===== config.mk =====
export PLATFORM = sky130hd
export DESIGN_NAME = multicycle_control
export DESIGN_NICKNAME = d
export VERILOG_FILES = /design/src/rtl/multicycle_control.sv
export SDC_FILE = /design/constraint.sdc
export NUM_CORES = 1
export LEC_CHECK = 0
export ABC_CLOCK_PERIOD_IN_PS = 5300
export BUFFER_PORTS_ARGS = -buffer_cell sky130_fd_sc_hd__buf_2
export CORE_MARGIN = 2
export CORE_UTILIZATION = 38
export CTS_CLUSTER_DIAMETER = 60
export DETAILED_ROUTE_END_ITERATION = 12
export PLACE_DENSITY = 0.65
export SYNTH_ARGS = -nofsm -noshare
export SYNTH_HDL_FRONTEND = slang
export SYNTH_SLANG_ARGS = --single-unit
export TNS_END_PERCENT = 5

===== constraint.sdc =====
create_clock -name clk -period 5.3 [get_ports clk]
set_input_delay 1.06 -clock clk [delete_from_list [all_inputs] [get_ports clk]]
set_output_delay 1.06 -clock clk [all_outputs]
set_load 0.02 [all_outputs]

===== src/rtl/multicycle_control.sv =====
// Multicycle main-control FSM: steps each instruction through fetch, decode,
// execute, memory and write-back, and drives every datapath control strobe.
module multicycle_control #(
  parameter int                 OPC_W   = 6,
  parameter int                 CNT_W   = 32,
  parameter logic [OPC_W-1:0]   OP_R    = OPC_W'(6'h00),
  parameter logic [OPC_W-1:0]   OP_LW   = OPC_W'(6'h23),
  parameter logic [OPC_W-1:0]   OP_SW   = OPC_W'(6'h2B),
  parameter logic [OPC_W-1:0]   OP_BEQ  = OPC_W'(6'h04),
  parameter logic [OPC_W-1:0]   OP_ADDI = OPC_W'(6'h08),
  parameter logic [OPC_W-1:0]   OP_J    = OPC_W'(6'h02)
) (
  input  logic             clk,
  input  logic             rst_n,
  input  logic [OPC_W-1:0] opcode,
  input  logic             mem_ready,
  input  logic             halt,
  output logic             pc_write,
  output logic             pc_write_cond,
  output logic             i_or_d,
  output logic             mem_read,
  output logic             mem_write,
  output logic             ir_write,
  output logic             mem_to_reg,
  output logic             reg_dst,
  output logic             reg_write,
  output logic             alu_src_a,
  output logic [1:0]       alu_src_b,
  output logic [1:0]       alu_op,
  output logic [1:0]       pc_source,
  output logic [3:0]       state,
  output logic             instr_done,
  output logic             illegal_op,
  output logic [CNT_W-1:0] instr_count
);

  typedef enum logic [3:0] {
    S_FETCH  = 4'd0,
    S_DECODE = 4'd1,
    S_MEMADR = 4'd2,
    S_MEMRD  = 4'd3,
    S_MEMWB  = 4'd4,
    S_MEMWR  = 4'd5,
    S_EXEC   = 4'd6,
    S_ALUWB  = 4'd7,
    S_BRANCH = 4'd8,
    S_ADDIEX = 4'd9,
    S_ADDIWB = 4'd10,
    S_JUMP   = 4'd11
  } state_e;

  state_e           state_q, state_d;
  logic [CNT_W-1:0] count_q, count_d;

  // Memory handshake: a read or write strobe is held steady until the cycle
  // mem_ready=1, which completes the access; the FSM advances on that edge.
  always_comb begin
    state_d       = state_q;
    pc_write      = 1'b0;
    pc_write_cond = 1'b0;
    i_or_d        = 1'b0;
    mem_read      = 1'b0;
    mem_write     = 1'b0;
    ir_write      = 1'b0;
    mem_to_reg    = 1'b0;
    reg_dst       = 1'b0;
    reg_write     = 1'b0;
    alu_src_a     = 1'b0;
    alu_src_b     = 2'd0;
    alu_op        = 2'd0;
    pc_source     = 2'd0;
    instr_done    = 1'b0;
    illegal_op    = 1'b0;
    if (rst_n) begin
      case (state_q)
        S_FETCH: begin
          if (!halt) begin
            mem_read  = 1'b1;
            alu_src_b = 2'd1;
            ir_write  = mem_ready;
            pc_write  = mem_ready;
            if (mem_ready) state_d = S_DECODE;
          end
        end
        S_DECODE: begin
          alu_src_b = 2'd3;
          case (opcode)
            OP_LW, OP_SW: state_d = S_MEMADR;
            OP_R:         state_d = S_EXEC;
            OP_BEQ:       state_d = S_BRANCH;
            OP_ADDI:      state_d = S_ADDIEX;
            OP_J:         state_d = S_JUMP;
            default: begin
              illegal_op = 1'b1;
              state_d    = S_FETCH;
            end
          endcase
        end
        S_MEMADR: begin
          alu_src_a = 1'b1;
          alu_src_b = 2'd2;
          if (opcode == OP_LW)      state_d = S_MEMRD;
          else if (opcode == OP_SW) state_d = S_MEMWR;
          else                      state_d = S_FETCH;
        end
        S_MEMRD: begin
          mem_read = 1'b1;
          i_or_d   = 1'b1;
          if (mem_ready) state_d = S_MEMWB;
        end
        S_MEMWB: begin
          reg_write  = 1'b1;
          mem_to_reg = 1'b1;
          instr_done = 1'b1;
          state_d    = S_FETCH;
        end
        S_MEMWR: begin
          mem_write = 1'b1;
          i_or_d    = 1'b1;
          if (mem_ready) begin
            instr_done = 1'b1;
            state_d    = S_FETCH;
          end
        end
        S_EXEC: begin
          alu_src_a = 1'b1;
          alu_op    = 2'd2;
          state_d   = S_ALUWB;
        end
        S_ALUWB: begin
          reg_dst    = 1'b1;
          reg_write  = 1'b1;
          instr_done = 1'b1;
          state_d    = S_FETCH;
        end
        S_BRANCH: begin
          alu_src_a     = 1'b1;
          alu_op        = 2'd1;
          pc_write_cond = 1'b1;
          pc_source     = 2'd1;
          instr_done    = 1'b1;
          state_d       = S_FETCH;
        end
        S_ADDIEX: begin
          alu_src_a = 1'b1;
          alu_src_b = 2'd2;
          alu_op    = 2'd3;
          state_d   = S_ADDIWB;
        end
        S_ADDIWB: begin
          reg_write  = 1'b1;
          instr_done = 1'b1;
          state_d    = S_FETCH;
        end
        S_JUMP: begin
          pc_write   = 1'b1;
          pc_source  = 2'd2;
          instr_done = 1'b1;
          state_d    = S_FETCH;
        end
        default: state_d = S_FETCH;
      endcase
    end
  end

  assign count_d = instr_done ? count_q + CNT_W'(1) : count_q;

  always_ff @(posedge clk) begin
    if (!rst_n) begin
      state_q <= S_FETCH;
      count_q <= '0;
    end else begin
      state_q <= state_d;
      count_q <= count_d;
    end
  end

  // Registered values are masked while reset is held so nothing leaks out.
  assign state       = rst_n ? state_q : 4'd0;
  assign instr_count = rst_n ? count_q : '0;

endmodule


### Word-level counts from Yosys, hierarchy flattened

Index checks and enable logic that the tools add are counted.

| word-level totals | value |
|---|---|
| bits of input ports | 10 |
| output and inout bits | 54 |
| word-level logic and storage cells | 78 |
| register bits | 36 |

| operators by class | value |
|---|---|
| multiplexer cells | 45 |
| equal/unequal tests | 20 |
| add/sub/neg operators | 1 |
| reductions and logical operators | 10 |

Operators by type and width:

| operator | number |
|---|---|
| 32-bit by 1-bit adder with 32-bit output (second input constant) | 1 |
| 32-bit two-way mux | 1 |
| 4-bit one-hot mux with 7 select lines | 1 |
| 1-bit two-way mux | 26 |
| 4-bit two-way mux | 5 |
| 4-bit one-hot mux with 5 select lines | 1 |
| 4-bit by 3-bit equality test with 1-bit output (second input constant) | 4 |
| 4-bit equality test (second input constant) | 4 |
| 6-bit equality test (second input constant) | 2 |
| 2-bit one-hot mux with 3 select lines | 2 |
| 4-bit by 2-bit equality test with 1-bit output (second input constant) | 2 |
| 2-bit inequality test (second input constant) | 4 |
| 6-bit by 2-bit equality test with 1-bit output (second input constant) | 1 |
| 6-bit by 3-bit equality test with 1-bit output (second input constant) | 1 |
| 6-bit by 4-bit equality test with 1-bit output (second input constant) | 1 |
| 6-bit logical NOT | 1 |
| 2-bit two-way mux | 3 |
| 3-bit two-way mux | 2 |
| 1-bit one-hot mux with 2 select lines | 3 |
| 2-bit OR reduction | 3 |
| 6-bit OR reduction | 1 |
| 5-bit OR reduction | 1 |
| 4-bit by 1-bit equality test with 1-bit output (second input constant) | 1 |
| 4-bit logical NOT | 1 |
| 4 further kinds | 4 |

### Longest topological paths before layout

| logic depth | value |
|---|---|
| depth after elaboration | 5 |
| depth in mapped cells | 8 |
| mapped depth without buffers | 6 |

### Least setup slack after synthesis

Ideal clock, no wire load.

| timing | value |
|---|---|
| kind | input -> output |
| start point | input rst_n |
| end point | output alu_src_b[0] |
| slack | 1,717 ps |
| path buffers | 1 |
| stages | 3 |
| arrival time | 2,523 ps |
| required time | 4,240 ps |
| cells stage by stage | clkbuf_1 > nand2_1 > a2111oi_0 |

| between the ends | value |
|---|---|
| cells in the longest elaborated chain, start to end | 1 |

Ends and longest elaborated chain:

| item | RTL line | RTL |
|---|---|---|
| start: declaration | 14 | `input logic rst_n,` |
| 2-bit two-way mux | 74 | `if (rst_n) begin` |
| end: declaration | 28 | `output logic [1:0] alu_src_b,` |

No other way between the ends.

### Worst setup path in the final report

| timing | value |
|---|---|
| start point | input rst_n |
| end point | output instr_count[14] |

| between the ends | value |
|---|---|
| cells in the longest elaborated chain, start to end | 1 |

Ends and longest elaborated chain:

| item | RTL line | RTL |
|---|---|---|
| 32-bit two-way mux | 180 | `assign instr_count = rst_n ? count_q : '0;` |
| end: declaration | 34 | `output logic [CNT_W-1:0] instr_count` |

No other way between the ends.

==> key figures <==
Synth
  • Multiplexer share of the synthesized area: 0.0424
  • Post-synthesis compound-gate area fraction: 0.141
  • Synth Area in Simple Gates: 0.415
  • Top FF cell, synth: dfxtp_1
  • Register area share after synthesis: 0.302
  • Mapped Area: 2390 sq um
  • EDFF count, synth: 0
  • Netlist cell types: 49
  • Largest family of logic cells by synthesized area: simple AND/OR/NAND/NOR gates
  • Adder-cell share of the synthesized area: 0.00524
  • Flop and latch count out of synthesis: 36
  • Post-synth ARST share: 0
  • Post-Syn Instances: 319
  • Synth Warn #: 0
  • Avg Inst Size Synth: 7.49 sq um
  • Post-synthesis xor/xnor area fraction: 0.0440
  • Synth Net Count: 330

Finish
  • Fill cells: 625
  • Non-filler instance count after layout: 449
  • Final nets: 385
  • Commonest non-fill, non-tap cell in the layout: buf_2
  • Fin area: 2840 sq um
  • Layout area overhead: 18.7%
  • ANT cells: 0
  • Most frequent cells in the layout: buf_2, nor2_1, dfxtp_1
  • Layout cells sized above 1: 0.251
  • Finished Core Util: 0.474

Pwr
  • Leak: 1.18 nW
  • PD cells: 195 nW/um^2
  • Worst VDD drop: 128 uV
  • Overall power: 0.554 mW

Status
  • Status: completed

Drt
  • DRT Pass-1 Iters: 4
  • Drt drc: 0
  • Drt total wl: 6210 um
  • Vias: 2432
  • Post-route ant nets: 0
  • Vias per inst: 5.42
  • Avg WL per Cell: 13.8 um
  • Initial drt markers: 173

Clocking
  • CTS tree: built
  • CTS clk-pin slew, worst paths: 0.07 ns
  • Clk buf depth: 2
  • Cts repair resizes: 0
  • Setup bufs post-CTS: 0
  • Clock Latency Late Sink: 0.28 ns
  • Root Driver: clkbuf_8
  • H-tree depth: 2
  • Num CTS Buffers: 5
  • Clock sink total: 36
  • Post-CTS Hold Fix Bufs: 0

Critical path
  • Critical Path AT: 2.23 ns
  • Crit Path Category: input pin to primary output
  • Critical path's top delay family: buffers and inverters
  • Critical Path RT: 4.24 ns
  • CP endpoint kind: primary output
  • CP Buf/Inv Count: 4
  • Most used cell, CP: buf_2
  • Crit-path max FO: 24
  • Worst Setup Start Kind: input pin
  • Worst path max stage delay: 0.55 ns
  • CP cell instances: buf_2, inv_1, buf_4, nor2_1, buf_2
  • Slowest stage cell, crit path: inv_1

Job
  • Max-capacitance violation count: 0

Die
  • IO Count: 64
  • Row count: 28
  • Die Span Y: 83.3 um
  • Initial Utilization: 0.399
  • Die width: 83.3 um
  • Area of the core: 5990 sq um
  • Die area: 6940 sq um

Timing
  • Final setup viols: 0
  • Slew Viols, Final: 0
  • Slew margin rel.: 0.494
  • Setup TNS: 0 ns
  • Fmax: 304 MHz
  • Final min period: 3.29 ns
  • WHS: 0.506 ns
  • Final WS setup: 2.01 ns
  • Setup Skew: 0.00557 ns
  • RSZ-0062 raised after global routing: no
  • Hold Violations, Final: 0
  • Actual slew at the worst max-slew pin: 0.759 ns
  • Final period util: 0.620

Global route
  • Global-route wire length before repair: 10400 um
  • GRT Total Usage: 0.175
  • Vias in the first global route: 2205
  • GR Overflow Total: 0
  • Largest net degree at the start of global routing: 39
  • Initial antenna violation count: 0

Min path
  • Hold Crit Class: flop to flop

Placement
  • Place WS: 2.03 ns
  • Post-place instance area: 2740 sq um
  • Final RePlAce weighted congestion: 0.861
  • Placed cells: 442
  • IO buf count: 63
  • Post-DP HPWL: 4530 um
-- layout make-up --
type | count | area, sq um | area share
timing repair buffer | 67 | 345 | 0.122
multi-input combinational | 255 | 1550 | 0.545
sequential | 36 | 721 | 0.254
clock buffer | 7 | 96.3 | 0.0340
inverter | 9 | 33.8 | 0.0119
tap | 75 | 93.8 | 0.0331
-- cells in the mapped netlist, types with 2 or more instances --
cell type	number	area, sq um
nand2_1	22	82.6
nor2_1	49	184
a2111oi_0	2	17.5
nor4_1	6	37.5
and4_1	2	17.5
o22ai_1	2	12.5
nor3_1	8	40.0
o31ai_1	5	37.5
nand4_1	12	75.1
a21oi_1	15	75.1
clkbuf_1	13	48.8
or3_1	9	56.3
xor2_1	5	43.8
nand3b_1	3	22.5
or2_2	5	31.3
buf_2	4	20.0
or4_1	5	37.5
inv_1	9	33.8
dfxtp_1	36	721
xnor2_1	7	61.3
o21ai_0	15	75.1
and2_1	32	200
nand3_1	16	80.1
mux2_1	3	33.8
nand2_2	2	12.5
nand2b_1	3	18.8
nor2b_1	2	12.5
mux2_2	6	67.6
-- layer usage --
metal	global-route usage	vias to the layer above	routed length, um
li1	-	1232	-
met1	0.251	1114	3030
met2	0.260	79	2730
met3	0.0328	7	378
met4	0.0581	0	64
met5	0	-	0
-- report_power, final --
part           switching (mW)  leakage (nW)  internal [mW]
sequential            0.00512         0.290          0.272
clock                  0.0970        0.0503          0.116
combinational          0.0427         0.843         0.0215
total                   0.145          1.18          0.409
-- path summary, 6_finish.rpt --
kind	startpoint	endpoint	slack [ns]	cells past startpoint
setup / recovery	rst_n	instr_count[14]	2.01	5
hold / removal	count_q[26]$_SDFFE_PN0P_	count_q[26]$_SDFFE_PN0P_	0.51	2
setup reg to reg	state_q[2]$_SDFFE_PN0P_	count_q[31]$_SDFFE_PN0P_	2.91	6
hold reg to reg	count_q[26]$_SDFFE_PN0P_	count_q[26]$_SDFFE_PN0P_	0.51	2
-- flip-flops by register name, summed over array words and instances (netlist names) --
| name | cells |
|---|---|
| state_q | 4 |
| count_q | 32 |
-- tightest hold or removal path, delay by kind of cell, from the launching register on --
family	cells	cell delay, ns
flip-flops	1	0.34
AO/OA/AOI/OAI	2	0.13
-- kinds of logic (layout without fill, tap and decap cells) --
logic type	Yosys count	after routing
compound gates	51	51
xor+xnor	12	12
fa+ha+maj	1	1
buf+inv	28	83
flops	36	36
mux	9	9
simple gates	182	182
No activity file was read; power rests on OpenSTA's default activity.
